## config.mk

```make
export PLATFORM = sky130hd
export DESIGN_NAME = mandel_scan_ctrl_flat
export DESIGN_NICKNAME = d
export VERILOG_FILES = /design/src/rtl/mandel_scan_if.sv /design/src/rtl/mandel_scan_ctrl.sv /design/src/flat_wrapper.sv
export SDC_FILE = /design/constraint.sdc
export NUM_CORES = 1
export LEC_CHECK = 0
export ABC_CLOCK_PERIOD_IN_PS = 7180
export CAP_MARGIN = 20
export CORE_MARGIN = 5
export CORE_UTILIZATION = 24
export DETAILED_ROUTE_END_ITERATION = 6
export SKIP_CTS_REPAIR_TIMING = 1
export SLEW_MARGIN = 40
export SYNTH_ARGS = -nofsm -noshare
export SYNTH_HDL_FRONTEND = slang
export SYNTH_SLANG_ARGS = --single-unit
```

## constraint.sdc

```tcl
create_clock -name clk -period 7.18 [get_ports clk]
set_clock_uncertainty 0.2 [all_clocks]
set_input_delay 1.436 -clock clk [delete_from_list [all_inputs] [get_ports clk]]
set_output_delay 1.436 -clock clk [all_outputs]
set_load 0.1 [all_outputs]
```

## src/rtl/mandel_scan_if.sv

```systemverilog
// Bundle of scan control, configuration, datapath and pixel-stream signals
// shared between a host/datapath (master) and the scan controller (slave).
interface mandel_scan_if #(
    parameter int COORD_W = 8,
    parameter int ITER_W  = 8,
    parameter int DIM_W   = 6
);
    logic                scan_start;
    logic                scan_abort;
    logic [COORD_W-1:0]  cfg_x0;
    logic [COORD_W-1:0]  cfg_y0;
    logic [COORD_W-1:0]  cfg_dx;
    logic [COORD_W-1:0]  cfg_dy;
    logic [DIM_W-1:0]    cfg_w;
    logic [DIM_W-1:0]    cfg_h;
    logic [COORD_W-1:0]  core_cr;
    logic [COORD_W-1:0]  core_ci;
    logic                core_start;
    logic                core_done;
    logic [ITER_W-1:0]   core_iter;
    logic                pix_valid;
    logic                pix_ready;
    logic [ITER_W-1:0]   pix_iter;
    logic [DIM_W-1:0]    pix_x;
    logic [DIM_W-1:0]    pix_y;
    logic                pix_last;
    logic                busy;

    modport master (
        output scan_start, scan_abort, cfg_x0, cfg_y0, cfg_dx, cfg_dy, cfg_w, cfg_h,
        output core_done, core_iter, pix_ready,
        input  core_cr, core_ci, core_start, pix_valid, pix_iter, pix_x, pix_y,
        input  pix_last, busy
    );

    modport slave (
        input  scan_start, scan_abort, cfg_x0, cfg_y0, cfg_dx, cfg_dy, cfg_w, cfg_h,
        input  core_done, core_iter, pix_ready,
        output core_cr, core_ci, core_start, pix_valid, pix_iter, pix_x, pix_y,
        output pix_last, busy
    );
endinterface

```

## src/rtl/mandel_scan_ctrl.sv

```systemverilog
// Row-major pixel scan sequencer for a Mandelbrot iteration datapath: issues
// one datapath job per pixel and streams the results out with backpressure.
module mandel_scan_ctrl #(
    parameter int COORD_W = 8,
    parameter int ITER_W  = 8,
    parameter int DIM_W   = 6
) (
    input logic           clk,
    input logic           rst,
    mandel_scan_if.slave  bus
);
    typedef enum logic [1:0] {IDLE, ISSUE, WAIT, EMIT} state_t;

    localparam logic [DIM_W-1:0] ONE_DIM = 1;

    state_t              r_state;
    logic [COORD_W-1:0]  r_x0;
    logic [COORD_W-1:0]  r_dx;
    logic [COORD_W-1:0]  r_dy;
    logic [DIM_W-1:0]    r_w;
    logic [DIM_W-1:0]    r_h;
    logic [DIM_W-1:0]    r_x;
    logic [DIM_W-1:0]    r_y;
    logic [COORD_W-1:0]  r_coreCr;
    logic [COORD_W-1:0]  r_coreCi;
    logic                r_coreStart;
    logic                r_pixValid;
    logic [ITER_W-1:0]   r_pixIter;
    logic [DIM_W-1:0]    r_pixX;
    logic [DIM_W-1:0]    r_pixY;
    logic                r_pixLast;
    logic                r_busy;
    logic                w_lastPix;

    assign w_lastPix = (r_x == r_w) && (r_y == r_h);

    // Abort takes priority over every other input once reset is released.
    always_ff @(posedge clk) begin
        if (rst) begin
            r_state     <= IDLE;
            r_x0        <= '0;
            r_dx        <= '0;
            r_dy        <= '0;
            r_w         <= '0;
            r_h         <= '0;
            r_x         <= '0;
            r_y         <= '0;
            r_coreCr    <= '0;
            r_coreCi    <= '0;
            r_coreStart <= 1'b0;
            r_pixValid  <= 1'b0;
            r_pixIter   <= '0;
            r_pixX      <= '0;
            r_pixY      <= '0;
            r_pixLast   <= 1'b0;
            r_busy      <= 1'b0;
        end else if (bus.scan_abort) begin
            r_state     <= IDLE;
            r_coreStart <= 1'b0;
            r_pixValid  <= 1'b0;
            r_busy      <= 1'b0;
        end else begin
            case (r_state)
                IDLE: begin
                    if (bus.scan_start) begin
                        r_x0        <= bus.cfg_x0;
                        r_dx        <= bus.cfg_dx;
                        r_dy        <= bus.cfg_dy;
                        r_w         <= bus.cfg_w;
                        r_h         <= bus.cfg_h;
                        r_x         <= '0;
                        r_y         <= '0;
                        r_coreCr    <= bus.cfg_x0;
                        r_coreCi    <= bus.cfg_y0;
                        r_coreStart <= 1'b1;
                        r_busy      <= 1'b1;
                        r_state     <= ISSUE;
                    end
                end
                ISSUE: begin
                    r_coreStart <= 1'b0;
                    r_state     <= WAIT;
                end
                WAIT: begin
                    if (bus.core_done) begin
                        r_pixIter  <= bus.core_iter;
                        r_pixX     <= r_x;
                        r_pixY     <= r_y;
                        r_pixLast  <= w_lastPix;
                        r_pixValid <= 1'b1;
                        r_state    <= EMIT;
                    end
                end
                EMIT: begin
                    if (bus.pix_ready) begin
                        r_pixValid <= 1'b0;
                        if (r_pixLast) begin
                            r_busy  <= 1'b0;
                            r_state <= IDLE;
                        end else begin
                            r_coreStart <= 1'b1;
                            r_state     <= ISSUE;
                            // End of a row returns Cr to the row origin and steps Ci.
                            if (r_x != r_w) begin
                                r_x      <= r_x + ONE_DIM;
                                r_coreCr <= r_coreCr + r_dx;
                            end else begin
                                r_x      <= '0;
                                r_y      <= r_y + ONE_DIM;
                                r_coreCr <= r_x0;
                                r_coreCi <= r_coreCi + r_dy;
                            end
                        end
                    end
                end
                default: r_state <= IDLE;
            endcase
        end
    end

    assign bus.core_cr    = r_coreCr;
    assign bus.core_ci    = r_coreCi;
    assign bus.core_start = r_coreStart;
    assign bus.pix_valid  = r_pixValid;
    assign bus.pix_iter   = r_pixIter;
    assign bus.pix_x      = r_pixX;
    assign bus.pix_y      = r_pixY;
    assign bus.pix_last   = r_pixLast;
    assign bus.busy       = r_busy;
endmodule

```

## src/flat_wrapper.sv

```systemverilog
// flat-port wrapper written by rule: the top's interface ports become plain ports
module mandel_scan_ctrl_flat 
#(
    parameter int COORD_W = 8,
    parameter int ITER_W  = 8,
    parameter int DIM_W   = 6
)
  (clk, rst, bus_scan_start, bus_scan_abort, bus_cfg_x0, bus_cfg_y0, bus_cfg_dx, bus_cfg_dy, bus_cfg_w, bus_cfg_h, bus_core_done, bus_core_iter, bus_pix_ready, bus_core_cr, bus_core_ci, bus_core_start, bus_pix_valid, bus_pix_iter, bus_pix_x, bus_pix_y, bus_pix_last, bus_busy);
  mandel_scan_if #(.COORD_W(COORD_W), .ITER_W(ITER_W), .DIM_W(DIM_W)) bus_i ();
  input logic clk;
  input logic rst;
  input wire logic [$bits(bus_i.scan_start)-1:0] bus_scan_start;
  input wire logic [$bits(bus_i.scan_abort)-1:0] bus_scan_abort;
  input wire logic [$bits(bus_i.cfg_x0)-1:0] bus_cfg_x0;
  input wire logic [$bits(bus_i.cfg_y0)-1:0] bus_cfg_y0;
  input wire logic [$bits(bus_i.cfg_dx)-1:0] bus_cfg_dx;
  input wire logic [$bits(bus_i.cfg_dy)-1:0] bus_cfg_dy;
  input wire logic [$bits(bus_i.cfg_w)-1:0] bus_cfg_w;
  input wire logic [$bits(bus_i.cfg_h)-1:0] bus_cfg_h;
  input wire logic [$bits(bus_i.core_done)-1:0] bus_core_done;
  input wire logic [$bits(bus_i.core_iter)-1:0] bus_core_iter;
  input wire logic [$bits(bus_i.pix_ready)-1:0] bus_pix_ready;
  output wire logic [$bits(bus_i.core_cr)-1:0] bus_core_cr;
  output wire logic [$bits(bus_i.core_ci)-1:0] bus_core_ci;
  output wire logic [$bits(bus_i.core_start)-1:0] bus_core_start;
  output wire logic [$bits(bus_i.pix_valid)-1:0] bus_pix_valid;
  output wire logic [$bits(bus_i.pix_iter)-1:0] bus_pix_iter;
  output wire logic [$bits(bus_i.pix_x)-1:0] bus_pix_x;
  output wire logic [$bits(bus_i.pix_y)-1:0] bus_pix_y;
  output wire logic [$bits(bus_i.pix_last)-1:0] bus_pix_last;
  output wire logic [$bits(bus_i.busy)-1:0] bus_busy;
  assign bus_i.scan_start = bus_scan_start;
  assign bus_i.scan_abort = bus_scan_abort;
  assign bus_i.cfg_x0 = bus_cfg_x0;
  assign bus_i.cfg_y0 = bus_cfg_y0;
  assign bus_i.cfg_dx = bus_cfg_dx;
  assign bus_i.cfg_dy = bus_cfg_dy;
  assign bus_i.cfg_w = bus_cfg_w;
  assign bus_i.cfg_h = bus_cfg_h;
  assign bus_i.core_done = bus_core_done;
  assign bus_i.core_iter = bus_core_iter;
  assign bus_i.pix_ready = bus_pix_ready;
  assign bus_core_cr = bus_i.core_cr;
  assign bus_core_ci = bus_i.core_ci;
  assign bus_core_start = bus_i.core_start;
  assign bus_pix_valid = bus_i.pix_valid;
  assign bus_pix_iter = bus_i.pix_iter;
  assign bus_pix_x = bus_i.pix_x;
  assign bus_pix_y = bus_i.pix_y;
  assign bus_pix_last = bus_i.pix_last;
  assign bus_busy = bus_i.busy;
  mandel_scan_ctrl #(.COORD_W(COORD_W), .ITER_W(ITER_W), .DIM_W(DIM_W)) u_core (.clk(clk), .rst(rst), .bus(bus_i));
endmodule
```

==> metrics.yaml <==
clock_tree:
  htree_num_levels: 3
  clock_path_buffers: 2
  clkSinkCount: 90
  cts.clk_slew.worst_paths_ns: 0.06
  cts_made_buffers: 9
  clock_latency_ns: 0.35
  cts.root.buffer_cell: "clkbuf_16"
  cts_tree: "built"
yosys:
  synth_area_leaders: "dfxtp_1 (41%), nand2_1 (12%), a21oi_1 (8.7%)"
  syn_nets: 622
  synth.most_common_cell: "nand2_1"
  ys_ff_latch: 90
  synthArstFlopShare_pct: 0
  syn_inst: 542
  syn_avg_cell_area_um2: 8.059
  yosys_warnings: 0
  synth_top_area_share_pct: 41.25
  synthTopCellsByCount: "nand2_1 (134), dfxtp_1 (90), a21oi_1 (76)"
  synth_largest_area_cell: "dfxtp_1"
  synth-edff-count: 0
  ys_seq_area_share_pct: 41.25
  synth_flop_cell: "dfxtp_1"
  synth_area_um2: 4368
  ys_types: 53
placed_design:
  dp_cells: 845
  dpl-instance-area_um2: 5360
  gp_congestion: 0.7620
  dpl_worst_slack_ns: 2.989
  port_buffers: 97
  hpwl_mm: 8.908
setup_path:
  rrSetupSlack_ns: 4.31
  reg2regPathDepth: 8
  critPathArrivalTime_ns: 3.80
  crit_path_end: "u_core.bus.core_ci[6]$_SDFFE_PP0P_"
  crit_required_ns: 7.19
  r2r-start: "u_core.r_state[0]$_SDFFE_PP0P_"
  r2r-end: "u_core.bus.core_ci[7]$_SDFFE_PP0P_"
  cp_max_fo: 37
  endpoint_kind: "flip-flop"
  start_kind: "input port"
  worstSetupStartpoint: "bus_scan_abort"
  path_class: "in2reg"
sta:
  rsz0062_at_grt: "no"
  fin_crit_sh_pct: 52.74
  fmax_mhz: 264.1
  hold_violations: 0
  period_minus_slack_ns: 3.787
  worst-slew-pin-transition_ns: 0.7791
  max_slew_margin_pct: 47.87
  maxSlewViolCount: 0
  holdWs_ns: 0.2525
  setup_viol: 0
  setup_tns_ns: 0
  fin_ws_ns: 3.393
final_layout:
  final_cell_count_no_fill: 861
  drive_gt1_share_pct: 11.23
  final_area_um2: 5695
  antenna_cells: 0
  syn2layout_area_growth_pct: 30.39
  layout.nets: 707
  post-route-util_pct: 31.71
floorplan:
  rows: 49
  core-area_um2: 17960
  dieArea_um2: 21000
  chipWidth_um: 144.9
  io_pins: 98
  start_util_pct: 24.32
  fp.dieH_um: 144.9
global_route:
  antenna_found_initial: 0
  grt_util_all_layers_pct: 11.68
  overflow: 0
  grt_max_degree: 83
  grt_pass1_vias: 3642
  grt_pass1_wl_mm: 19.80
outcome:
  status: "finished, final reports clean"
drt:
  wire_per_inst_um: 14.61
  drc_errors: 0
  viasPerCell: 4.506
  drtPass1Iterations: 4
  postRouteAntennaNets: 0
  vias: 3880
  dr.first_iter.drc_count: 161
  wirelength_mm: 12.58
power_and_ir_drop:
  p_per_area_nw_per_um2: 229.3
  peakVddDrop_uv: 120.4
  p_leak_nw: 2.195
  total_power_mw: 1.306
worst_hold_path:
  hp-class: "reg2reg"
flow_run:
  max_cap_violations: 0
worst max-delay path: stages:
cell and delay [ns]:
clkdlybuf4s50_1 0.65, nand3b_4 0.57, nand2b_1 0.37, o21a_1 0.25, a2111oi_0 0.40, nor3_1 0.09
state kept, by name, indices dropped and copies added (netlist names), 8 cells and up:
name / flops
u_core.r_dx: 8
u_core.bus.core_ci: 8
u_core.r_dy: 8
u_core.r_x0: 8
u_core.bus.pix_iter: 8
u_core.bus.core_cr: 8
how the worst min path moves through the flow:
stage,startpoint,end,slack (ns),cells past startpoint
2_1_floorplan,u_core.r_x0[2]$_SDFFE_PP0P_,u_core.r_x0[2]$_SDFFE_PP0P_,0.23,2
4_1_cts,u_core.bus.pix_x[0]$_SDFFE_PP0P_,u_core.bus.pix_x[0]$_SDFFE_PP0P_,0.25,2
3_3_place_gp,u_core.bus.pix_iter[4]$_SDFFE_PP0P_,u_core.bus.pix_iter[4]$_SDFFE_PP0P_,0.24,2
6_report,u_core.bus.pix_iter[6]$_SDFFE_PP0P_,u_core.bus.pix_iter[6]$_SDFFE_PP0P_,0.25,2
5_1_grt,u_core.bus.pix_x[0]$_SDFFE_PP0P_,u_core.bus.pix_x[0]$_SDFFE_PP0P_,0.27,2
3_5_place_dp,u_core.bus.pix_x[0]$_SDFFE_PP0P_,u_core.bus.pix_x[0]$_SDFFE_PP0P_,0.24,2
layout by cell type (no fill, tap or decap), drive strengths merged, types with 2 or more instances in the layout:
cell type,netlist,routed
a2111oi,3,3
a32oi,2,2
a221oi,3,3
a21o,4,4
bufinv,0,3
fa,2,2
a211oi,13,13
or2,2,2
a21oi,76,76
xnor2,12,12
buf,5,46
ha,20,20
clkbuf,23,11
or3,7,7
inv,12,12
o21ai,16,16
clkdlybuf4s50,0,56
nor3,11,11
nor3b,2,2
nor2b,5,5
nand3b,5,5
mux2i,7,7
nor2,35,35
a311oi,2,2
nand2,134,134
o21a,5,5
dfxtp,90,90
mux2,2,2
nand4,7,7
nand2b,4,4
xor2,14,14
nor4,3,3
nand3,3,3
area by class of cell:
cell class / count / area [µm²]
Fill cell: 1929 / 12270
Multi-Input combinational cell: 412 / 2420
Sequential cell: 90 / 1802
Timing Repair Buffer: 102 / 807.0
Tap cell: 229 / 286.5
Clock buffer: 11 / 232.7
Clock inverter: 5 / 102.6
Inverter: 12 / 45.04
logic make-up after synthesis:
| kind of cell | count (synthesis) | synth area share, % |
|---|---|---|
| AO/OA/AOI/OAI | 133 | 18.51 |
| multiplexers | 9 | 2.120 |
| adder cells (fa/ha/maj) | 22 | 6.646 |
| AND/OR/NAND/NOR | 222 | 22.57 |
| XOR/XNOR | 26 | 5.213 |
| buffers and inverters | 40 | 3.695 |
| flip-flops | 90 | 41.25 |
power by group:
part           total, mW  switching (mW)  internal (mW)
logic              0.232           0.154         0.0785
registers          0.534          0.0153          0.519
clock network      0.539           0.200          0.340
total               1.31           0.368          0.938
metal layers:
metal	part of all wire, %	wire length [µm]	up-vias	track usage [%]
li1	-	-	2031	-
met5	0	0	-	0
met4	0.81	102	0	2.542
met1	48	5988	1758	15.40
met2	45	5716	84	18.40
met3	6.1	773	7	4.210
Power figures use the tool's default switching activity.
